File: config.mk
export PLATFORM = sky130hd
export DESIGN_NAME = fg_key_ctrl_flat
export DESIGN_NICKNAME = d
export VERILOG_FILES = /design/src/rtl/fg_key_ctrl_pkg.sv /design/src/rtl/fg_key_ctrl_if.sv /design/src/rtl/fg_key_ctrl_debounce.sv /design/src/rtl/fg_key_ctrl.sv /design/src/flat_wrapper.sv
export SDC_FILE = /design/constraint.sdc
export NUM_CORES = 1
export LEC_CHECK = 0
export ABC_AREA = 1
export CAP_MARGIN = 25
export CORE_ASPECT_RATIO = 0.9
export CORE_MARGIN = 3
export CORE_UTILIZATION = 62
export DETAILED_ROUTE_END_ITERATION = 8
export DONT_BUFFER_PORTS = 1
export PLACE_DENSITY = 0.78
export SLEW_MARGIN = 25
export SYNTH_ARGS = -nofsm -noshare
export SYNTH_HDL_FRONTEND = slang
export SYNTH_SLANG_ARGS = --single-unit
File: constraint.sdc
create_clock -name sys_clk -period 7.4 [get_ports sys_clk]
set_input_delay 0.74 -clock sys_clk [delete_from_list [all_inputs] [get_ports sys_clk]]
set_output_delay 0.74 -clock sys_clk [all_outputs]
set_load 0.005 [all_outputs]
File: src/rtl/fg_key_ctrl_pkg.sv
// Shared encodings and default timing for the key controller.
// Exports wave encodings, index width, default timings, width helper.
package fg_pkg;

  localparam int FREQ_IDX_W = 4;

  localparam int unsigned DEF_DEBOUNCE_CYCLES = 1000000;
  localparam int unsigned DEF_REPEAT_DELAY    = 25000000;
  localparam int unsigned DEF_REPEAT_PERIOD   = 5000000;
  localparam int unsigned DEF_FREQ_IDX_MAX    = 15;
  localparam logic [31:0] DEF_FREQ_BASE_WORD  = 32'd85899;

  typedef enum logic [1:0] {
    WAVE_SINE   = 2'd0,
    WAVE_SQUARE = 2'd1,
    WAVE_TRI    = 2'd2,
    WAVE_SAW    = 2'd3
  } wave_e;

  typedef enum logic [1:0] {
    RPT_IDLE   = 2'd0,
    RPT_DELAY  = 2'd1,
    RPT_REPEAT = 2'd2
  } rpt_e;

  function automatic int unsigned cnt_w(
    input int unsigned n
  );
    return (n > 1) ? $clog2(n) : 1;
  endfunction

endpackage

File: src/rtl/fg_key_ctrl_if.sv
// Key inputs and parameter outputs of the key controller.
// slave: controller side; master: board/driver side.
interface fg_key_ctrl_if;
  import fg_pkg::*;

  logic                  freq_up_key;
  logic                  freq_down_key;
  logic                  wave_form_key;
  logic [FREQ_IDX_W-1:0] freq_idx;
  logic [31:0]           freq_word;
  logic [1:0]            wave_sel;
  logic                  param_valid;

  modport master (
    output freq_up_key,
    output freq_down_key,
    output wave_form_key,
    input  freq_idx,
    input  freq_word,
    input  wave_sel,
    input  param_valid
  );

  modport slave (
    input  freq_up_key,
    input  freq_down_key,
    input  wave_form_key,
    output freq_idx,
    output freq_word,
    output wave_sel,
    output param_valid
  );

endinterface

File: src/rtl/fg_key_ctrl_debounce.sv
// One push button: 2-flop sync, debounce counter, stable level, press pulse.
// Ports: clk, rst_n, key_n (raw, active-low) -> level, press.
module key_debounce
  import fg_pkg::*;
#(
  parameter int unsigned CYCLES = DEF_DEBOUNCE_CYCLES
) (
  input  logic clk,
  input  logic rst_n,
  input  logic key_n,
  output logic level,
  output logic press
);

  localparam int unsigned CW = cnt_w(CYCLES);
  localparam logic [CW-1:0] LAST = CW'(CYCLES - 1);

  logic          s1;
  logic          s2;
  logic [CW-1:0] cnt;

  always_ff @(posedge clk or negedge rst_n) begin
    if (!rst_n) begin
      s1    <= 1'b1;
      s2    <= 1'b1;
      level <= 1'b1;
      cnt   <= '0;
      press <= 1'b0;
    end else begin
      s1    <= key_n;
      s2    <= s1;
      press <= 1'b0;
      if (s2 == level) begin
        cnt <= '0;
      end else if (cnt == LAST) begin
        // Nth consecutive differing sample: accept new level.
        level <= s2;
        cnt   <= '0;
        press <= ~s2;
      end else begin
        cnt <= cnt + 1'b1;
      end
    end
  end

endmodule

File: src/rtl/fg_key_ctrl.sv
// Function-generator key controller: frequency index/word and waveform.
// Ports: sys_clk, rst_n, bus (keys in; idx, word, wave, param_valid out).
module fg_key_ctrl
  import fg_pkg::*;
#(
  parameter int unsigned DEBOUNCE_CYCLES = DEF_DEBOUNCE_CYCLES,
  parameter int unsigned REPEAT_DELAY    = DEF_REPEAT_DELAY,
  parameter int unsigned REPEAT_PERIOD   = DEF_REPEAT_PERIOD,
  parameter int unsigned FREQ_IDX_MAX    = DEF_FREQ_IDX_MAX,
  parameter logic [31:0] FREQ_BASE_WORD  = DEF_FREQ_BASE_WORD
) (
  input logic         sys_clk,
  input logic         rst_n,
  fg_key_ctrl_if.slave bus
);

  localparam int unsigned RMAX =
    (REPEAT_DELAY > REPEAT_PERIOD) ? REPEAT_DELAY : REPEAT_PERIOD;
  localparam int unsigned RCW = cnt_w(RMAX);
  localparam logic [RCW-1:0] RD_LAST = RCW'(REPEAT_DELAY - 1);
  localparam logic [RCW-1:0] RP_LAST = RCW'(REPEAT_PERIOD - 1);
  localparam logic [FREQ_IDX_W-1:0] IDX_MAX =
    FREQ_IDX_W'(FREQ_IDX_MAX);

  logic [2:0] lvl;
  logic [2:0] prs;

  key_debounce #(.CYCLES(DEBOUNCE_CYCLES)) u_db_up (
    .clk   (sys_clk),
    .rst_n (rst_n),
    .key_n (bus.freq_up_key),
    .level (lvl[0]),
    .press (prs[0])
  );

  key_debounce #(.CYCLES(DEBOUNCE_CYCLES)) u_db_dn (
    .clk   (sys_clk),
    .rst_n (rst_n),
    .key_n (bus.freq_down_key),
    .level (lvl[1]),
    .press (prs[1])
  );

  key_debounce #(.CYCLES(DEBOUNCE_CYCLES)) u_db_wv (
    .clk   (sys_clk),
    .rst_n (rst_n),
    .key_n (bus.wave_form_key),
    .level (lvl[2]),
    .press (prs[2])
  );

  rpt_e           st_q [2];
  rpt_e           st_d [2];
  logic [RCW-1:0] rc_q [2];
  logic [RCW-1:0] rc_d [2];
  logic [1:0]     rep_ev;
  logic [1:0]     f_ev;

  always_ff @(posedge sys_clk or negedge rst_n) begin
    if (!rst_n) begin
      for (int k = 0; k < 2; k++) begin
        st_q[k] <= RPT_IDLE;
        rc_q[k] <= '0;
      end
    end else begin
      for (int k = 0; k < 2; k++) begin
        st_q[k] <= st_d[k];
        rc_q[k] <= rc_d[k];
      end
    end
  end

  // Released stable level (lvl high) always returns to idle.
  always_comb begin
    for (int k = 0; k < 2; k++) begin
      st_d[k]   = st_q[k];
      rc_d[k]   = rc_q[k];
      rep_ev[k] = 1'b0;
      unique case (st_q[k])
        RPT_IDLE: begin
          if (prs[k]) begin
            st_d[k] = RPT_DELAY;
            rc_d[k] = '0;
          end
        end
        RPT_DELAY: begin
          if (lvl[k]) begin
            st_d[k] = RPT_IDLE;
            rc_d[k] = '0;
          end else if (rc_q[k] == RD_LAST) begin
            st_d[k]   = RPT_REPEAT;
            rc_d[k]   = '0;
            rep_ev[k] = 1'b1;
          end else begin
            rc_d[k] = rc_q[k] + 1'b1;
          end
        end
        RPT_REPEAT: begin
          if (lvl[k]) begin
            st_d[k] = RPT_IDLE;
            rc_d[k] = '0;
          end else if (rc_q[k] == RP_LAST) begin
            rc_d[k]   = '0;
            rep_ev[k] = 1'b1;
          end else begin
            rc_d[k] = rc_q[k] + 1'b1;
          end
        end
        default: begin
          st_d[k] = RPT_IDLE;
          rc_d[k] = '0;
        end
      endcase
    end
  end

  assign f_ev = prs[1:0] | rep_ev;

  logic                  up_ev;
  logic                  dn_ev;
  logic [FREQ_IDX_W-1:0] idx_q;
  logic [FREQ_IDX_W-1:0] idx_d;
  logic [1:0]            wave_q;
  logic [1:0]            wave_d;
  logic                  chg_q;
  logic                  chg_d;
  logic [31:0]           word_q;
  logic                  pv_q;

  // Coincident up/down cancel each other.
  assign up_ev = f_ev[0] & ~f_ev[1];
  assign dn_ev = f_ev[1] & ~f_ev[0];

  always_comb begin
    idx_d = idx_q;
    unique case (1'b1)
      up_ev && (idx_q != IDX_MAX): idx_d = idx_q + 1'b1;
      dn_ev && (idx_q != '0):      idx_d = idx_q - 1'b1;
      default:                     idx_d = idx_q;
    endcase
  end

  assign wave_d = wave_q + {1'b0, prs[2]};
  assign chg_d  = (idx_d != idx_q) || (wave_d != wave_q);

  // Word and pulse trail the index by one edge.
  always_ff @(posedge sys_clk or negedge rst_n) begin
    if (!rst_n) begin
      idx_q  <= '0;
      wave_q <= WAVE_SINE;
      chg_q  <= 1'b0;
      word_q <= FREQ_BASE_WORD;
      pv_q   <= 1'b0;
    end else begin
      idx_q  <= idx_d;
      wave_q <= wave_d;
      chg_q  <= chg_d;
      word_q <= FREQ_BASE_WORD * (32'(idx_q) + 32'd1);
      pv_q   <= chg_q;
    end
  end

  assign bus.freq_idx    = idx_q;
  assign bus.wave_sel    = wave_q;
  assign bus.freq_word   = word_q;
  assign bus.param_valid = pv_q;

endmodule

File: src/flat_wrapper.sv
// flat-port wrapper written by rule: the top's interface ports become plain ports
module fg_key_ctrl_flat import fg_pkg::*;
#(
  parameter int unsigned DEBOUNCE_CYCLES = DEF_DEBOUNCE_CYCLES,
  parameter int unsigned REPEAT_DELAY    = DEF_REPEAT_DELAY,
  parameter int unsigned REPEAT_PERIOD   = DEF_REPEAT_PERIOD,
  parameter int unsigned FREQ_IDX_MAX    = DEF_FREQ_IDX_MAX,
  parameter logic [31:0] FREQ_BASE_WORD  = DEF_FREQ_BASE_WORD
)
  (sys_clk, rst_n, bus_freq_up_key, bus_freq_down_key, bus_wave_form_key, bus_freq_idx, bus_freq_word, bus_wave_sel, bus_param_valid);
  fg_key_ctrl_if bus_i ();
  input logic sys_clk;
  input logic rst_n;
  input wire logic [$bits(bus_i.freq_up_key)-1:0] bus_freq_up_key;
  input wire logic [$bits(bus_i.freq_down_key)-1:0] bus_freq_down_key;
  input wire logic [$bits(bus_i.wave_form_key)-1:0] bus_wave_form_key;
  output wire logic [$bits(bus_i.freq_idx)-1:0] bus_freq_idx;
  output wire logic [$bits(bus_i.freq_word)-1:0] bus_freq_word;
  output wire logic [$bits(bus_i.wave_sel)-1:0] bus_wave_sel;
  output wire logic [$bits(bus_i.param_valid)-1:0] bus_param_valid;
  assign bus_i.freq_up_key = bus_freq_up_key;
  assign bus_i.freq_down_key = bus_freq_down_key;
  assign bus_i.wave_form_key = bus_wave_form_key;
  assign bus_freq_idx = bus_i.freq_idx;
  assign bus_freq_word = bus_i.freq_word;
  assign bus_wave_sel = bus_i.wave_sel;
  assign bus_param_valid = bus_i.param_valid;
  fg_key_ctrl #(.DEBOUNCE_CYCLES(DEBOUNCE_CYCLES), .REPEAT_DELAY(REPEAT_DELAY), .REPEAT_PERIOD(REPEAT_PERIOD), .FREQ_IDX_MAX(FREQ_IDX_MAX), .FREQ_BASE_WORD(FREQ_BASE_WORD)) u_core (.sys_clk(sys_clk), .rst_n(rst_n), .bus(bus_i));
endmodule
### Word-level counts from Yosys, hierarchy flattened

Cells that the tools add are included.

* add/subtract/negate cells: 9
* multipliers: 1
* eq/ne operators: 23
* muxes and demuxes: 45
* bitwise operators: 11
* reductions and logical operators: 11

Operator list (count)
* 25-bit 2-to-1 mux: 10
* 25-bit one-hot mux with 3 select lines: 2
* 20-bit 2-to-1 mux: 6
* 20-bit by 1-bit adder with 20-bit output (second input constant): 3
* 20-bit == test (second input constant): 3
* 25-bit by 1-bit adder with 25-bit output (second input constant): 2
* 25-bit by 23-bit == test with 1-bit output (second input constant): 2
* 25-bit == test (second input constant): 2
* 17-bit by 32-bit multiplier with 32-bit output (first input constant): 1
* 2-bit 2-to-1 mux: 8
* 1-bit 2-to-1 mux: 14
* 2-bit one-hot mux with 3 select lines: 2
* 2-bit inequality test (second input constant): 4
* 1-bit NOT: 8
* 4-bit one-hot mux with 2 select lines: 1
* 3-bit by 2-bit inequality test with 1-bit output (second input constant): 2
* 2-bit AND reduction: 3
* 3-bit AND reduction: 2
* 4-bit by 1-bit adder with 5-bit output (second input constant): 1
* 4-bit by 1-bit adder with 4-bit output (second input constant): 1
* 2-bit by 1-bit == test with 1-bit output (second input constant): 2
* 2-bit == test (second input constant): 2
* 2-bit zero test: 2
* 4-bit inequality test: 1
* other kinds (11): 16

* flip-flop bits (word level): 166
* input port bits: 5

### Depth between registers and ports, before layout

Gate-level depths: netlist of the first run.

* depth in word-level cells: 11
* mapped depth: 20
* mapped depth without buffers: 20

### Hierarchy

A second synthesis of the first run with hierarchy kept.

* cell total of the unflattened synthesis: 1312
* area, all modules: 10406.2 um2

Modules (own cells, without submodules)
* fg_key_ctrl: times used 1, cells each 808, area an instance 6288.5 um2, sequential area each 2114.5 um2
* key_debounce: times used 3, cells each 168, area an instance 1372.6 um2, sequential area each 604.3 um2

### Worst setup path before layout of the first run

No wires, ideal clock.

* kind: reg2reg
* start point: reg u_core.idx_q[0], in the netlist u_core.bus.freq_idx[0]
* end point: reg u_core.word_q[19], in the netlist u_core.bus.freq_word[19]
* setup time: 0.123 ns
* data arrival time: 4.219 ns
* required time: 7.277 ns
* path slack: 3.058 ns
* stages on the path, launching flop included: 18
* buffers on the path: 0
* path through: dfrtp_1 -> ha_1 -> xor2_1 -> fa_1 -> inv_1 -> fa_1 -> fa_1 -> inv_1 -> ha_1 -> nand2_1 -> inv_1 -> a21boi_0 -> o21ai_0 -> a21oi_1 -> o21bai_1 -> nand2_1 -> nand2_1 -> xor2_1

* cells in the longest elaborated chain, start to end: 2

RTL lines
* start, declared: RTL line fg_key_ctrl.sv:121 `logic [FREQ_IDX_W-1:0] idx_q;`
* start signal, assigned: RTL line fg_key_ctrl.sv:155 `idx_q <= idx_d;`
* 4-bit by 1-bit adder with 5-bit output: RTL line fg_key_ctrl.sv:158 `word_q <= FREQ_BASE_WORD * (32'(idx_q) + 32'd1);`
* 17-bit by 32-bit multiplier with 32-bit output: RTL line fg_key_ctrl.sv:158
* end signal, assigned: RTL line fg_key_ctrl.sv:158
* end, declared: RTL line fg_key_ctrl.sv:127 `logic [31:0] word_q;`

No other way between the ends.
A chain may end at the register's enable or synchronous reset.

### Worst setup path after layout of the first run

Same ends and word-level chain as after synthesis.

==> flow_summary.toml, run 1 <==
[outcome]
outcome = "finished clean"

[place]
routabilityCongestion = 0.977
dp_hpwl_mm = 15.2
numPortBuffers = 0
placement.cell_area_sq_um = 10100

[flow_run]
drv_cap = 0

[timing]
grt_setup_unrepaired = "no"
worst_slew_pin_slew_ns = 0.796
hold_viol = 0
period_needed_ns = 4.83
finClkSkew_ns = 0.0112
max_freq_mhz = 207
slew_viol_final = 0
setup_violations = 0
setup_tns_ns = 0
timing.final.crit_share_pct = 65.3
relSlewSlack_pct = 46.8

[yosys]
synth_edf_count = 0
yosys_register_bits = 157
yosysWarnings = 0
avgSynthCellArea_sq_um = 8.06
synth_top_area_share_pct = 34.6
synth_top_area_cell = "dfrtp_1"
ys_seq_area_share_pct = 39.6
async_reset_ff_share_pct = 100
synthesis.area_sq_um = 9980
yosysUniqueCellTypes = 56
post-synth-top-count-cell = "nand2_1"
syn_inst = 1237
synth_area_leaders = "dfrtp_1, nand2_1, inv_1"
ys.flop_type = "dfrtp_1"
ys_top_cells_by_count = "nand2_1, inv_1, dfrtp_1, nor2_1, nand3_1"

[route]
detail_route.iter0.violations = 523
vias = 8092
drt_first_pass_iters = 5
drt-total-wl_mm = 21.5
drtAntennaViolNets = 0
vias_per_cell = 5.55
wire_per_inst_um = 14.7
drc_errors = 0

[clock_network]
cts_root_buf = "clkbuf_16"
clock_path_buffers = 2
cts_inserted_buffers = 17
cts_max_level = 4
clk_pin_slew_ns = 0.07
clk_latency_ns = 0.44
clock-sinks = 157
cts_tree = "yes"

[power]
power_density_nw_per_um2 = 165
cellLeakagePower_nw = 5.20
vdd_drop_max_v = 0.000166

[floorplanning]
die_h_um = 126
start_util_pct = 63.9
io_pins = 44
design.die.area_sq_um = 17600
rows = 43
core_sq_um = 15600
die_w_um = 140

[worst_setup_path]
crit_type = "flop to flop"
crit_fanout = 13
arrival_ns = 5.15
startpoint_type = "flop"
end_kind = "flop"
crit_required_ns = 7.72

[final_layout]
area.growth.synth_to_final_pct = 7.50
diodes = 0
fin_nets = 1314
drive_above_1_share_pct = 9.24
fin_area_sq_um = 10700

[hold_path]
hold_path_class = "primary input to asynchronous set/reset pin"

[global_routing]
grt_pass1_vias = 7889
grt.total_usage_pct = 25.2
grt_max_degree = 139
grt_overflow = 0
antenna_found_initial = 0
grt_pass1_wl_mm = 36.9
-- cell usage in the layout, fill, tap and decap left out, drive strengths merged, types with 17 or more instances in the layout --
master / netlist / routed
nand2: 219 / 219
inv: 200 / 210
nor2: 148 / 148
dfrtp: 138 / 138
nand3: 93 / 93
a21oi: 55 / 55
ha: 54 / 54
o21ai: 54 / 54
xor2: 52 / 52
nor3: 49 / 49
nand4: 41 / 41
dfstp: 19 / 19
nor4: 18 / 18
clkbuf: 3 / 17
-- what timing repair did --
| item | 4_1_cts | 5_1_grt |
|---|---|---|
| hold buffers | 1 | 0 |
| endpoints found under the setup margin | 0 | 0 |
| resized for setup | 0 | 0 |
| setup buffers | 0 | 0 |
| hold endpoints to repair | 138 | 0 |
-- registers in the layout, summed over array words and instances, names as in the netlist --
register                flops
u_core.st_q                 4
u_core.u_db_up.level        1
u_core.u_db_up.s2           1
u_core.u_db_wv.level        1
u_core.u_db_wv.press        1
u_core.u_db_up.cnt         20
u_core.u_db_up.press        1
u_core.bus.param_valid      1
u_core.u_db_wv.cnt         20
u_core.u_db_dn.press        1
u_core.u_db_dn.level        1
u_core.bus.wave_sel         2
u_core.u_db_wv.s2           1
u_core.u_db_dn.cnt         20
u_core.u_db_dn.s2           1
u_core.bus.freq_word       23
u_core.u_db_dn.s1           1
u_core.bus.freq_idx         4
u_core.rc_q                50
u_core.u_db_wv.s1           1
u_core.u_db_up.s1           1
u_core.chg_q                1
-- per-layer routing --
layer	vias up	routed length, um	GRT usage (%)
met5	-	0	0
met4	0	527	9.23
met3	37	1070	5.28
met2	188	9870	39.0
met1	3838	10000	35.4
li1	4029	-	-
-- layout make-up --
type,count,area [sq um]
Multi-Input combinational cell,864,5160
Timing Repair Buffer,1,27.5
Tap cell,202,253
Clock buffer,17,425
Clock inverter,15,149
Inverter,202,759
Sequential cell,157,3950
Fill cell,1285,4880
-- per-stage QoR --
step	total power [W]	cells	util, %	hold slack [ns]	setup slack, ns
after global routing	0.00183	1458	68.7	0.128	2.19
after floorplan	0.000902	1245	-	0.331	3.06
final	0.00177	1458	68.7	0.149	2.57
after CTS	0.00179	1458	68.7	0.131	2.54
after detailed placement	0.000903	1425	64.9	0.335	2.62
after global placement	0.000902	1425	64.9	0.334	2.64
-- power breakdown --
group	total (W)	switching (W)	internal, W
Combinational	0.0000330	0.0000257	0.00000724
Clock	0.000868	0.000393	0.000475
Sequential	0.000870	0.00000426	0.000865
-- worst max-delay path, stage by stage, from the launching register on --
cell and delay (ns):
dfrtp_1 0.80, ha_1 0.30, xor2_1 0.45, fa_1 0.55, inv_1 0.15, fa_1 0.42
fa_1 0.52, inv_1 0.05, ha_1 0.37, nand2_1 0.09, inv_1 0.05, a21boi_0 0.15
o21ai_0 0.13, a21oi_1 0.27, o21bai_1 0.14, nand2_1 0.07, nand2_1 0.05, xor2_1 0.13
-- cells by family (layout without fill, tap and decap cells) --
kind of cell / count (synthesis) / count (layout) / share of synthesized area (%)
other cells: 1 / 9 / 0.0376
compound gates: 140 / 140 / 8.04
flops: 157 / 157 / 39.6
simple gates: 584 / 584 / 28.4
xor+xnor: 64 / 64 / 5.62
fa+ha+maj: 66 / 66 / 9.18
buf+inv: 224 / 235 / 8.98
mux: 1 / 1 / 0.100
-- worst paths after layout --
path / cells after the start / startpoint / to / slack (ns)
setup reg to reg: 17 / u_core.bus.freq_idx[0] / u_core.bus.freq_word[19] / 2.57
hold / removal: 0 / rst_n / u_core.u_db_dn.s2 / 0.15
min in group sys_clk: 0 / bus_wave_form_key / u_core.u_db_wv.s1 / 0.30
hold reg to reg: 0 / u_core.u_db_dn.s1 / u_core.u_db_dn.s2 / 0.35
setup / recovery: 17 / u_core.bus.freq_idx[0] / u_core.bus.freq_word[19] / 2.57
max in group asynchronous: 1 / rst_n / u_core.u_db_wv.cnt[12] / 6.59
Power figures use the tool's default switching activity.
==> run 2: changes to the inputs <==
CORE_UTILIZATION = 59   (was 62)
clock period = 3.9 ns   (was 7.4 ns; I/O delays follow)
==> run 2 against run 1 <==
Effect of this change:
- the flow now finishes with violations (negative hold slack)
- sequential share of layout area down 0.87 points
- via count up 1.4%
- global-route usage down 0.80 points
- final area up 2.5%
- first-iteration DRC count up 15%
==> flow_summary.toml, run 2 (synthesis gave the netlist of run 1 again) <==
[power]
total_power_w = 0.00337
power_density_nw_per_um2 = 306
cellLeakagePower_nw = 5.30
vdd_drop_max_v = 0.000291

[clock_network]
clk_pin_slew_ns = 0.07
cts_root_buf = "clkbuf_16"
cts_inserted_buffers = 17
cts_max_level = 4
clk_latency_ns = 0.43
cts_hold_buf = 3
clock_path_buffers = 2
cts_tree = "yes"
clock-sinks = 157

[final_layout]
largest_reg_flops = 50
fin_area_sq_um = 11000
diodes = 0
area.growth.synth_to_final_pct = 10.2
stdcell_count = 1483
mostFrequentLayoutCells = "nand2_1, inv_1, dfrtp_1, nor2_1, nand3_1"
top_register = "u_core.rc_q"
fin_nets = 1334
drive_above_1_share_pct = 12.1
layout_commonest_cell = "nand2_1"

[floorplanning]
rows = 44
start_util_pct = 61.0
io_pins = 44
die_w_um = 143
die_h_um = 129
design.die.area_sq_um = 18500
core_sq_um = 16400

[flow_run]
drv_cap = 0

[route]
dr_wl_met3_mm = 1.18
met2_length_mm = 10.1
wl_met1_mm = 9.85
drtAntennaViolNets = 0
drt-total-wl_mm = 21.4
detail_route.iter0.violations = 602
vias_per_cell = 5.54
wire_per_inst_um = 14.4
drt_first_pass_iters = 5
vias = 8209
top_layer = "met4"
drc_errors = 0

[worst_setup_path]
end_kind = "flop"
critical_path.startpoint = "u_core.bus.freq_idx[0]"
crit_type = "flop to flop"
startpoint_type = "flop"
r2r_setup_slack_ns = 0.11
arrival_ns = 4.14
crit_fanout = 5
reg2reg_from = "u_core.bus.freq_idx[0]"
crit_required_ns = 4.25

[timing]
period_needed_ns = 3.79
relSlewSlack_pct = 49.6
finClkSkew_ns = 0.0104
hold_slack_ns = -0.347
timing.final.crit_share_pct = 97.3
worst_slew_pin_slew_ns = 0.755
slew_viol_final = 0
grt_setup_unrepaired = "yes"
setup_violations = 0
max_freq_mhz = 264
hold_viol = 157

[place]
placement.cell_area_sq_um = 10300
dpl.cell_count = 1442
dp_hpwl_mm = 15.9
numPortBuffers = 0
routabilityCongestion = 0.941

[global_routing]
grt.total_usage_pct = 24.4
antenna_found_initial = 0
grt_max_degree = 158
grt_overflow = 0
grt_pass1_vias = 7863
grt_pass1_wl_mm = 36.8

[outcome]
outcome = "complete, but fails checks"
violations = "negative hold slack"

[hold_path]
hold_path_class = "primary input to asynchronous set/reset pin"
==> run 2: critical path, cell delays in order, from the launching register on <==
cell	delay [ns]
dfrtp_4	0.52
nand3_4	0.08
xor2_2	0.19
inv_2	0.07
fa_1	0.57
inv_2	0.06
fa_1	0.47
fa_1	0.51
inv_2	0.05
ha_4	0.28
nand2_2	0.05
inv_2	0.08
nand2_4	0.06
nor3_4	0.15
a21oi_2	0.10
o21bai_1	0.18
nand2_1	0.08
nand2_1	0.08
xor2_1	0.15
==> run 2: area by class of cell <==
type / instances / area (sq um)
Sequential cell: 157 / 3960
Timing Repair Buffer: 21 / 165
Clock inverter: 14 / 158
Tap cell: 207 / 259
Multi-Input combinational cell: 864 / 5260
Fill cell: 1312 / 5350
Inverter: 202 / 759
Clock buffer: 18 / 439
==> run 2: metrics by stage <==
step / setup TNS [ns] / worst slack [ns] / utilization [%]
finish: 0 / 0.106 / 67.3
global route: -0.330 / -0.131 / 67.3
CTS: 0 / 0.00584 / 66.9
detailed placement: -0.0680 / -0.0680 / 62.9
global placement: 0 / 0.0608 / 62.9
floorplan: -0.00334 / -0.00334 / -
==> run 2: worst paths after layout <==
kind | to | cells past startpoint
min reg2reg | u_core.u_db_dn.s2 | 0
max in group asynchronous | u_core.u_db_up.s2 | 0
min in group sys_clk | u_core.u_db_dn.s2 | 0
min | u_core.u_db_dn.cnt[11] | 0
max | u_core.bus.freq_word[19] | 18
max reg2reg | u_core.bus.freq_word[19] | 18
==> run 2: timing repair <==
item | in CTS | in global routing
pin swaps | 5 | 12
endpoints found under the hold margin | 160 | 157
resized for setup | 1 | 12
buffers inserted | 4 | 2
setup endpoints to repair | 1 | 8
==> run 2: routing by layer <==
metal | track usage [%] | up-vias
met2 | 39.5 | 222
li1 | - | 4065
met1 | 33.8 | 3894
met4 | 6.15 | 0
met5 | 0 | -
met3 | 5.28 | 28
==> run 2: power breakdown <==
| part | switching, W | leakage (nW) | internal (W) |
|---|---|---|---|
| Combinational | 0.0000229 | 2.90 | 0.0000128 |
| Clock | 0.000707 | 0.290 | 0.000974 |
| Sequential | 0.00000794 | 2.12 | 0.00164 |
| Total | 0.000738 | 5.30 | 0.00263 |
==> run 3: changes to the inputs <==
CORE_UTILIZATION = 56   (was 59)
DONT_BUFFER_PORTS = unset   (was 1)
HOLD_SLACK_MARGIN = 0.15   (was unset)
==> run 3 against run 2 <==
Effect of this change:
- the flow finishes with violations (negative setup slack)
- global-route usage is 0.38 points lower
- die area is 5.1% higher
- critical path depth is 4 lower
- worst setup slack worse by 0.22 ns
- first-iteration DRC count is 6.3% higher
- routed wire length is 8.3% higher
- via count is 3.2% higher
- non-clock buffer count is 40 higher
- sequential power hardly changed
- maximum frequency is 5.4% lower
- count of clock-buffer cells in the layout is 2 higher
- critical path type unchanged
- highest routed layer unchanged
==> flow_summary.toml, run 3 (synthesis gave the netlist of run 1 again) <==
[outcome]
outcome = "complete, but fails checks"
violations = "negative setup slack"

[worst_setup_path]
path_cells = "ha_4 > xor2_2 > fa_1 > buf_4 > buf_4 > buf_4 > fa_1 > ha_1 > ha_1 > nand4_1 > nor4_1 > nand3_1 > nand3_1 > xor2_1"
arrival_ns = 4.36
crit_type = "flop to flop"
startpoint_type = "flop"
cp_slowest_cell = "dfrtp_1"
end_kind = "flop"
cp_common_cell = "buf_4"
reg2reg_from = "u_core.bus.freq_idx[1]"
r2r_setup_slack_ns = -0.11
worst-r2r-cell-count = 14
cp_slowest_stage_delay_ns = 0.51
crit_fanout = 5
regToRegEndpoint = "u_core.bus.freq_word[21]"
crit_required_ns = 4.25

[route]
detail_route.iter0.violations = 640
drc_errors = 0
wire_per_inst_um = 14.9
drt-total-wl_mm = 23.2
drtAntennaViolNets = 0
vias = 8474
vias_per_cell = 5.46
drt_first_pass_iters = 7

[timing]
timing.final.crit_share_pct = 103
setup_slack_ns = -0.112
grt_setup_unrepaired = "yes"
max_freq_mhz = 249
hold_viol = 0
setup_violations = 4
hold_slack_ns = 0.356
relSlewSlack_pct = 49.5
period_needed_ns = 4.01
finClkSkew_ns = 0.0107
slew_viol_final = 0
worst_slew_pin_slew_ns = 0.756

[clock_network]
clk_latency_ns = 0.43
clock-sinks = 157
clock_path_buffers = 2
cts_inserted_buffers = 17
cts_root_buf = "clkbuf_16"
cts_tree = "yes"
clk_pin_slew_ns = 0.07
cts_max_level = 4

[power]
vdd_drop_max_v = 0.000288
cellLeakagePower_nw = 5.47
power_density_nw_per_um2 = 308

[floorplanning]
io_pins = 44
die_h_um = 133
design.die.area_sq_um = 19500
start_util_pct = 58.1
core_sq_um = 17200
rows = 45
die_w_um = 147

[global_routing]
antenna_found_initial = 0
grt_overflow = 0
grt.total_usage_pct = 24.0
grt_pass1_vias = 8209
grt_pass1_wl_mm = 38.8
grt_max_degree = 72

[final_layout]
layout_commonest_cell = "nand2_1"
num-fill-cells = 1384
utilization_pct = 66.9
largest_reg_flops = 50
fin_nets = 1374
mostFrequentLayoutCells = "nand2_1, inv_1, dfrtp_1, nor2_1, nand3_1"
diodes = 0
fin_area_sq_um = 11500
drive_above_1_share_pct = 12.6
area.growth.synth_to_final_pct = 15.1
top_register = "u_core.rc_q"

[flow_run]
drv_cap = 0

[hold_path]
hp-start = "u_core.u_db_dn.s1"
hold_depth = 0
hold_path_class = "flop to flop"
hold_end = "u_core.u_db_dn.s2"

[place]
placement.cell_area_sq_um = 10700
place_ws_ns = -0.101
numPortBuffers = 34
dp_hpwl_mm = 16.4
routabilityCongestion = 0.944
-- run 3: changes by cell type in the layout (fill, tap and decap cells not counted), moves of 2 or more --
cell,change
ha_1,-3
inv_6,-3
dlygate4sd3_1,-2
clkdlybuf4s50_1,+33
bufinv_16,+2
buf_6,+2
ha_2,+2
a21oi_2,+2
a21oi_1,-2
buf_4,+7
-- run 3: how the worst max path moves through the flow --
| stage | from | end | slack, ns | depth (start not counted) |
|---|---|---|---|---|
| 6_report | u_core.bus.freq_idx[1] | u_core.bus.freq_word[21] | -0.11 | 14 |
| 5_1_grt | u_core.bus.freq_idx[1] | u_core.bus.freq_word[19] | -0.21 | 18 |
| 4_1_cts | u_core.bus.freq_idx[0] | u_core.bus.freq_word[19] | 0.02 | 18 |
| 3_5_place_dp | u_core.bus.freq_idx[0] | u_core.bus.freq_word[19] | -0.10 | 18 |
| 3_3_place_gp | u_core.bus.freq_idx[0] | u_core.bus.freq_word[19] | 0.06 | 18 |
| 2_1_floorplan | u_core.bus.freq_idx[0] | u_core.bus.freq_word[19] | -0.003 | 17 |
-- run 3: layout make-up --
cell class	instances	area (sq um)	area share, %
clock buffer	20	457	3.98
clock inverter	12	183	1.59
inverter	202	762	6.63
multi-input combinational	864	5280	46.0
sequential	157	3960	34.4
tap	235	294	2.56
timing repair buffer	61	551	4.79
-- run 3: per-stage QoR --
stage,instances,setup TNS [ns],power (W)
floorplan,1245,-0.00334,0.00171
global placement,1505,0,0.00175
detailed placement,1505,-0.101,0.00175
CTS,1544,0,0.00357
global route,1551,-0.978,0.00366
finish,1551,-0.234,0.00354
-- run 3: worst max-delay path, delay by kind of cell (launching register included) --
| family | cells | cell delay [ns] |
|---|---|---|
| adders and majority gates | 5 | 1.74 |
| DFF | 1 | 0.51 |
| xor gates and xnor gates | 2 | 0.36 |
| buffers and inverters | 3 | 0.41 |
| and+or+nand+nor | 4 | 0.90 |
-- run 3: power by group --
group	switching, W	internal [W]	leakage (nW)
Clock	0.000702	0.00111	0.309
Combinational	0.0000532	0.0000172	3.04
Sequential	0.00000804	0.00164	2.12
Total	0.000763	0.00277	5.47
-- run 3: layer usage --
metal | vias up | global-route usage (%) | routed length, um
met2 | 299 | 38.7 | 10900
met3 | 42 | 5.89 | 1510
met5 | - | 0 | 0
met1 | 3976 | 32.9 | 10300
li1 | 4157 | - | -
met4 | 0 | 5.85 | 398
-- run 3: timing repair --
| action | CTS | global route |
|---|---|---|
| endpoints found under the hold margin | 63 | 0 |
| endpoints found under the setup margin | 3 | 7 |
| pin swaps | 7 | 13 |
| hold buffers | 1 | 0 |
| gates cloned | 0 | 0 |
| buffers inserted | 6 | 7 |
| resized for setup | 4 | 16 |
